`src/rtl/mem_bus_arbiter_pkg.sv`:
```
// Shared definitions for the memory bus arbiter: bus widths, access-size
// selects and the arbiter FSM state encoding.
package mem_bus_arbiter_pkg;

    localparam int ADDR_BUS = 32;
    localparam int DATA_BUS = 32;

    localparam logic [3:0] SEL_BYTE = 4'b0001;
    localparam logic [3:0] SEL_WORD = 4'b1111;

    typedef enum logic [1:0] {
        ST_IDLE = 2'd0,
        ST_BUSY = 2'd1,
        ST_DONE = 2'd2
    } state_t;

endpackage

```
`src/rtl/mem_lane_align.sv`:
```
// Byte-lane steering between the MEM stage and the 32-bit bus: store lane
// placement and write enables, load byte extraction with sign/zero extension.
module mem_lane_align
    import mem_bus_arbiter_pkg::*;
(
    input  logic [3:0]          i_sel,
    input  logic [1:0]          i_addr_lo,
    input  logic                i_sign_ext,
    input  logic [DATA_BUS-1:0] i_wdata,
    input  logic [DATA_BUS-1:0] i_rdata,
    output logic [3:0]          o_wen,
    output logic [DATA_BUS-1:0] o_wdata,
    output logic [DATA_BUS-1:0] o_rdata
);

    logic [1:0] w_lane;
    logic [7:0] w_byte;

    // Word accesses always use lane 0; low address bits are not meaningful.
    assign w_lane  = (i_sel == SEL_WORD) ? 2'b00 : i_addr_lo;
    assign o_wen   = i_sel << w_lane;
    assign o_wdata = (i_sel == SEL_BYTE) ? {4{i_wdata[7:0]}} : i_wdata;
    assign w_byte  = i_rdata[{w_lane, 3'b000} +: 8];
    assign o_rdata = (i_sel == SEL_BYTE) ? {{24{i_sign_ext & w_byte[7]}}, w_byte}
                                         : i_rdata;

endmodule

```
`src/rtl/mem_bus_arbiter.sv`:
```
// Arbitrates the single SRAM-style bus between instruction fetch and MEM-stage
// loads/stores (MEM has priority). Define MEM_ALIGN_CHECK_EN to reject misaligned word accesses.
module mem_bus_arbiter
    import mem_bus_arbiter_pkg::*;
(
    input  logic                clk,
    input  logic                rst,
    input  logic                if_req,
    input  logic [ADDR_BUS-1:0] if_addr,
    output logic                if_ready,
    output logic [DATA_BUS-1:0] if_rdata,
    input  logic                mem_read,
    input  logic                mem_write,
    input  logic                mem_sign_ext,
    input  logic [3:0]          mem_sel,
    input  logic [ADDR_BUS-1:0] mem_addr,
    input  logic [DATA_BUS-1:0] mem_wdata,
    output logic                mem_ready,
    output logic [DATA_BUS-1:0] mem_rdata,
    output logic                mem_addr_err,
    output logic                stall_req,
    output logic                bus_en,
    output logic [3:0]          bus_wen,
    output logic [ADDR_BUS-1:0] bus_addr,
    output logic [DATA_BUS-1:0] bus_wdata,
    input  logic [DATA_BUS-1:0] bus_rdata,
    input  logic                bus_ack
);

    localparam logic [ADDR_BUS-1:0] WORD_MASK = ~32'h3;

    state_t              r_state, w_state_next;
    logic                r_grant_mem, w_grant_mem_next;
    logic                r_bus_en, w_bus_en_next;
    logic [3:0]          r_bus_wen, w_bus_wen_next;
    logic [ADDR_BUS-1:0] r_bus_addr, w_bus_addr_next;
    logic [DATA_BUS-1:0] r_bus_wdata, w_bus_wdata_next;
    logic                r_if_ready, w_if_ready_next;
    logic [DATA_BUS-1:0] r_if_rdata, w_if_rdata_next;
    logic                r_mem_ready, w_mem_ready_next;
    logic [DATA_BUS-1:0] r_mem_rdata, w_mem_rdata_next;
    logic                r_mem_addr_err, w_mem_addr_err_next;

    logic [3:0]          w_lane_wen;
    logic [DATA_BUS-1:0] w_lane_wdata;
    logic [DATA_BUS-1:0] w_lane_rdata;
    logic                w_misalign;

    mem_lane_align u_lane_align (
        .i_sel      (mem_sel),
        .i_addr_lo  (mem_addr[1:0]),
        .i_sign_ext (mem_sign_ext),
        .i_wdata    (mem_wdata),
        .i_rdata    (bus_rdata),
        .o_wen      (w_lane_wen),
        .o_wdata    (w_lane_wdata),
        .o_rdata    (w_lane_rdata)
    );

`ifdef MEM_ALIGN_CHECK_EN
    assign w_misalign = (mem_sel == SEL_WORD) && (mem_addr[1:0] != 2'b00);
`else
    assign w_misalign = 1'b0;
`endif

    always_comb begin
        w_state_next        = r_state;
        w_grant_mem_next    = r_grant_mem;
        w_bus_en_next       = r_bus_en;
        w_bus_wen_next      = r_bus_wen;
        w_bus_addr_next     = r_bus_addr;
        w_bus_wdata_next    = r_bus_wdata;
        w_if_ready_next     = 1'b0;
        w_if_rdata_next     = r_if_rdata;
        w_mem_ready_next    = 1'b0;
        w_mem_rdata_next    = r_mem_rdata;
        w_mem_addr_err_next = 1'b0;
        case (r_state)
            ST_IDLE: begin
                if (mem_read | mem_write) begin
                    w_grant_mem_next = 1'b1;
                    if (w_misalign) begin
                        w_state_next        = ST_DONE;
                        w_mem_ready_next    = 1'b1;
                        w_mem_addr_err_next = 1'b1;
                        w_mem_rdata_next    = '0;
                    end else begin
                        w_state_next     = ST_BUSY;
                        w_bus_en_next    = 1'b1;
                        w_bus_wen_next   = mem_write ? w_lane_wen : 4'b0000;
                        w_bus_addr_next  = mem_addr & WORD_MASK;
                        w_bus_wdata_next = mem_write ? w_lane_wdata : '0;
                    end
                end else if (if_req) begin
                    w_grant_mem_next = 1'b0;
                    w_state_next     = ST_BUSY;
                    w_bus_en_next    = 1'b1;
                    w_bus_wen_next   = 4'b0000;
                    w_bus_addr_next  = if_addr & WORD_MASK;
                    w_bus_wdata_next = '0;
                end
            end
            ST_BUSY: begin
                if (bus_ack) begin
                    w_state_next   = ST_DONE;
                    w_bus_en_next  = 1'b0;
                    w_bus_wen_next = 4'b0000;
                    if (r_grant_mem) begin
                        w_mem_ready_next = 1'b1;
                        w_mem_rdata_next = w_lane_rdata;
                    end else begin
                        w_if_ready_next  = 1'b1;
                        w_if_rdata_next  = bus_rdata;
                    end
                end
            end
            ST_DONE: w_state_next = ST_IDLE;
            default: w_state_next = ST_IDLE;
        endcase
    end

    always_ff @(posedge clk or negedge rst) begin
        if (!rst) begin
            r_state        <= ST_IDLE;
            r_grant_mem    <= 1'b0;
            r_bus_en       <= 1'b0;
            r_bus_wen      <= 4'b0000;
            r_bus_addr     <= '0;
            r_bus_wdata    <= '0;
            r_if_ready     <= 1'b0;
            r_if_rdata     <= '0;
            r_mem_ready    <= 1'b0;
            r_mem_rdata    <= '0;
            r_mem_addr_err <= 1'b0;
        end else begin
            r_state        <= w_state_next;
            r_grant_mem    <= w_grant_mem_next;
            r_bus_en       <= w_bus_en_next;
            r_bus_wen      <= w_bus_wen_next;
            r_bus_addr     <= w_bus_addr_next;
            r_bus_wdata    <= w_bus_wdata_next;
            r_if_ready     <= w_if_ready_next;
            r_if_rdata     <= w_if_rdata_next;
            r_mem_ready    <= w_mem_ready_next;
            r_mem_rdata    <= w_mem_rdata_next;
            r_mem_addr_err <= w_mem_addr_err_next;
        end
    end

    assign bus_en       = r_bus_en;
    assign bus_wen      = r_bus_wen;
    assign bus_addr     = r_bus_addr;
    assign bus_wdata    = r_bus_wdata;
    assign if_ready     = r_if_ready;
    assign if_rdata     = r_if_rdata;
    assign mem_ready    = r_mem_ready;
    assign mem_rdata    = r_mem_rdata;
    assign mem_addr_err = r_mem_addr_err;
    // Gated by reset so every output reads 0 while reset is held.
    assign stall_req    = (if_req | mem_read | mem_write) & ~(r_if_ready | r_mem_ready) & rst;

endmodule

```
`config.mk`:
```
export PLATFORM = sky130hd
export DESIGN_NAME = mem_bus_arbiter
export DESIGN_NICKNAME = d
export VERILOG_FILES = /design/src/rtl/mem_bus_arbiter_pkg.sv /design/src/rtl/mem_lane_align.sv /design/src/rtl/mem_bus_arbiter.sv
export SDC_FILE = /design/constraint.sdc
export NUM_CORES = 1
export LEC_CHECK = 0
export BUFFER_PORTS_ARGS = -buffer_cell sky130_fd_sc_hd__buf_2
export CORE_MARGIN = 2
export CORE_UTILIZATION = 47
export DETAILED_ROUTE_END_ITERATION = 8
export PLACE_DENSITY_LB_ADDON = 0.1
export RECOVER_POWER = 25
export SYNTH_ARGS = -nofsm -noshare
export SYNTH_HDL_FRONTEND = slang
export SYNTH_SLANG_ARGS = --single-unit
```
`constraint.sdc`:
```
create_clock -name clk -period 2.3 [get_ports clk]
set_input_delay 0.345 -clock clk [delete_from_list [all_inputs] [get_ports clk]]
set_output_delay 0.345 -clock clk [all_outputs]
set_load 0.01 [all_outputs]
```
==> run_results.csv <==
group,metric,value,unit
sta,timing_max_transition_violations_final,137,
placement,routabilityCongestion,0.817,
clock_tree,cts_htree_levels,4,
clock_tree,insertion_delay,420,ps
sta,final.min_clock_period,1880,ps
route,finalWirelength,17200,µm
sta,clock.fmax,0.531,GHz
yosys,synth_warnings,0,
final_layout,postLayoutCellArea,0.00809,mm²
clock_tree,clk_path_buf_depth,2,
sta,hold_viol_final,0,
final_layout,final_net_count,975,
yosys,synth-main-ff-cell,"dfrtp_1",
placement,place.detailed.hpwl,12400,µm
setup_path,timing.critical_path.cells,"nand3b_1, nor2_4, buf_12, mux2_2",
setup_path,timing.critical_path.fanout_max,26,
sta,worst_pin_slew,1850,ps
sta,rsz0062_at_grt,"false",
yosys,synth_edf_count,0,
route,drt_iter0_drc,284,
route,drt.antenna.violating_nets,0,
final_layout,fraction_of_layout_instances_using_a_drive_strength_above_1,42.5,%
sta,timing.clock.skew,6.55,ps
yosys,yosys.area.top_type,"dfrtp_1",
clock_tree,tritoncts_clock_tree,"done",
outcome,status,"finished with violations",
global_route,overflow,0,
setup_path,crit_type,"reg -> reg",
yosys,ys_async_sr_fraction,100,%
pwr,leakagePower,4.00,nW
pwr,irDropWorstVdd,0.000758,V
yosys,synth_area_leaders,"dfrtp_1 57%, mux2_2 6.2%, mux2i_1 6.2%",
route,detailroute.via_count,5286,
yosys,synth.distinct_cells,37,
sta,timing.slew.headroom,-23.0,%
yosys,postSynthCellCount,572,
sta,setup_violations,0,
sta,final_min_period_over_clock_period,81.8,%
clock_tree,post_cts_resize_count,0,
clock_tree,path_clk_slew,50,ps
global_route,grt_first_pass_wirelength,26100,µm
global_route,via_count_of_the_first_global_routing_pass,5141,
die,die-area,0.0136,mm²
placement,placed_area,0.00753,mm²
setup_path,reg2reg_from,"r_state[1]",
setup_path,setup.worst_path.start,"r_state[1]",
route,vias_per_cell,5.17,
clock_tree,clock-sinks,136,
sta,timing.setup.tns,0,ps
route,post_drt_wl_per_cell,16.9,µm
yosys,yosysSeqAreaShare,56.9,%
setup_path,cp-end-kind,"register",
setup_path,critical_path.startpoint_type,"register",
final_layout,layout.cells.most_common,"buf_2",
die,die_wd,117,µm
setup_path,cp_data_required_time,2600,ps
clock_tree,post_cts.repair.setup_buffers,0,
pwr,power_density,1330,mW/mm²
clock_tree,cts-buffers-inserted,17,
global_route,grt_start_max_net_pins,137,
die,floorplan.rows,41,
setup_path,critical_path.slowest_cell,"dfrtp_1",
global_route,globalRouteTotalUtil,25.3,%
min_path,hold_path_startpoint,"bus_ack",
placement,port_buffers,270,
global_route,antenna_found_initial,2,
run,timing.max_cap.violations,1,
setup_path,reg2reg_setup_slack,420,ps
route,detailedRoute.firstPassIterationCount,5,
yosys,syn-mean-instance-area,10.5,µm²
final_layout,layout.cells.most_common_list,"269 x buf_2, 136 x dfrtp_1, 83 x nand2_1",
die,core_area,0.0125,mm²
clock_tree,clock-root-buffer,"clkbuf_16",
yosys,post-synth-top-area-fraction,56.9,%
final_layout,syn_to_final_growth,35.3,%
setup_path,worst-endpoint-arrival,2180,ps
min_path,hp-class,"in -> reg",
die,die-height,117,µm
route,drc,0,
setup_path,cp_slowest_stage_delay,400,ps
sta,holdWs,155,ps
die,floorplan.initialDensity,47.8,%
yosys,ys_seq_elements,136,
die,ports,276,
outcome,violations,"max-capacitance violations, max-slew violations",
yosys,synth_area,0.00598,mm²
clock_tree,post_cts_hold_buffer_count,0,
-- state kept, by name, summed over array words and instances, names as in the netlist --
register     count
bus_en           1
r_grant_mem      1
bus_addr        30
bus_wen          4
if_ready         1
if_rdata        32
r_state          2
bus_wdata       32
mem_rdata       32
mem_ready        1
-- critical path, delay by kind of cell (launching register included) --
family,cells,cell delay (ps)
and+or+nand+nor,2,750
DFF,1,400
muxes,1,360
buffers and inverters,1,230
-- path summary, 6_finish.rpt --
check	to	depth (start not counted)
setup / recovery	if_rdata[31]	4
hold / removal	r_state[0]	2
setup reg to reg	if_rdata[31]	4
hold reg to reg	bus_wdata[1]	2
max in group asynchronous	bus_addr[2]	2
min in group asynchronous	bus_wdata[8]	2
-- cells in the mapped netlist, types with 7 or more instances --
library cell	n
mux2_2	33
buf_2	7
o21ai_0	66
mux2i_1	37
a21oi_1	65
nand3_1	15
a21oi_2	10
clkbuf_1	26
nand2_1	83
nor2_1	35
and2_1	12
dfrtp_1	136
-- per-stage QoR --
step | setup WS [ps] | instances | utilization [%] | power [mW]
floorplan | 644 | 574 | - | 6.29
global placement | 186 | 989 | 60.2 | 8.02
detailed placement | 146 | 989 | 60.2 | 8.15
CTS | 393 | 1021 | 64.8 | 10.8
global route | 139 | 1022 | 64.7 | 11.5
finish | 418 | 1022 | 64.7 | 10.7
-- logic make-up after synthesis --
kind of cell,synth area share [%]
and+or+nand+nor,11.5
muxes,12.4
buffers and inverters,3.35
other,0.0627
DFF,56.9
AOI/OAI and AO/OA,15.8
-- layer usage --
| layer | up-vias | track usage, % | share of wire, % |
|---|---|---|---|
| met2 | 203 | 42.5 | 50 |
| li1 | 2521 | - | - |
| met1 | 2526 | 30.5 | 40 |
| met4 | 2 | 10.1 | 1.9 |
| met5 | - | 0 | 0.11 |
| met3 | 34 | 8.03 | 7.8 |
-- where the power goes --
part           total [mW]  switching (mW)  internal, mW
combinational        3.95            2.26          1.69
clock                2.66           0.981          1.68
sequential           4.12           0.579          3.54
total                10.7            3.82          6.91
-- cell type report --
class | instances | area, µm²
diodes | 1 | 2.50
clock buffers | 25 | 485
clock inverters | 7 | 92.6
fillers | 1078 | 4420
inverters | 3 | 11.3
multi-input cells | 394 | 2400
flip-flops and latches | 136 | 3400
well taps | 172 | 215
repair buffers | 284 | 1480
Note: power is estimated with default switching activity, not from simulation.
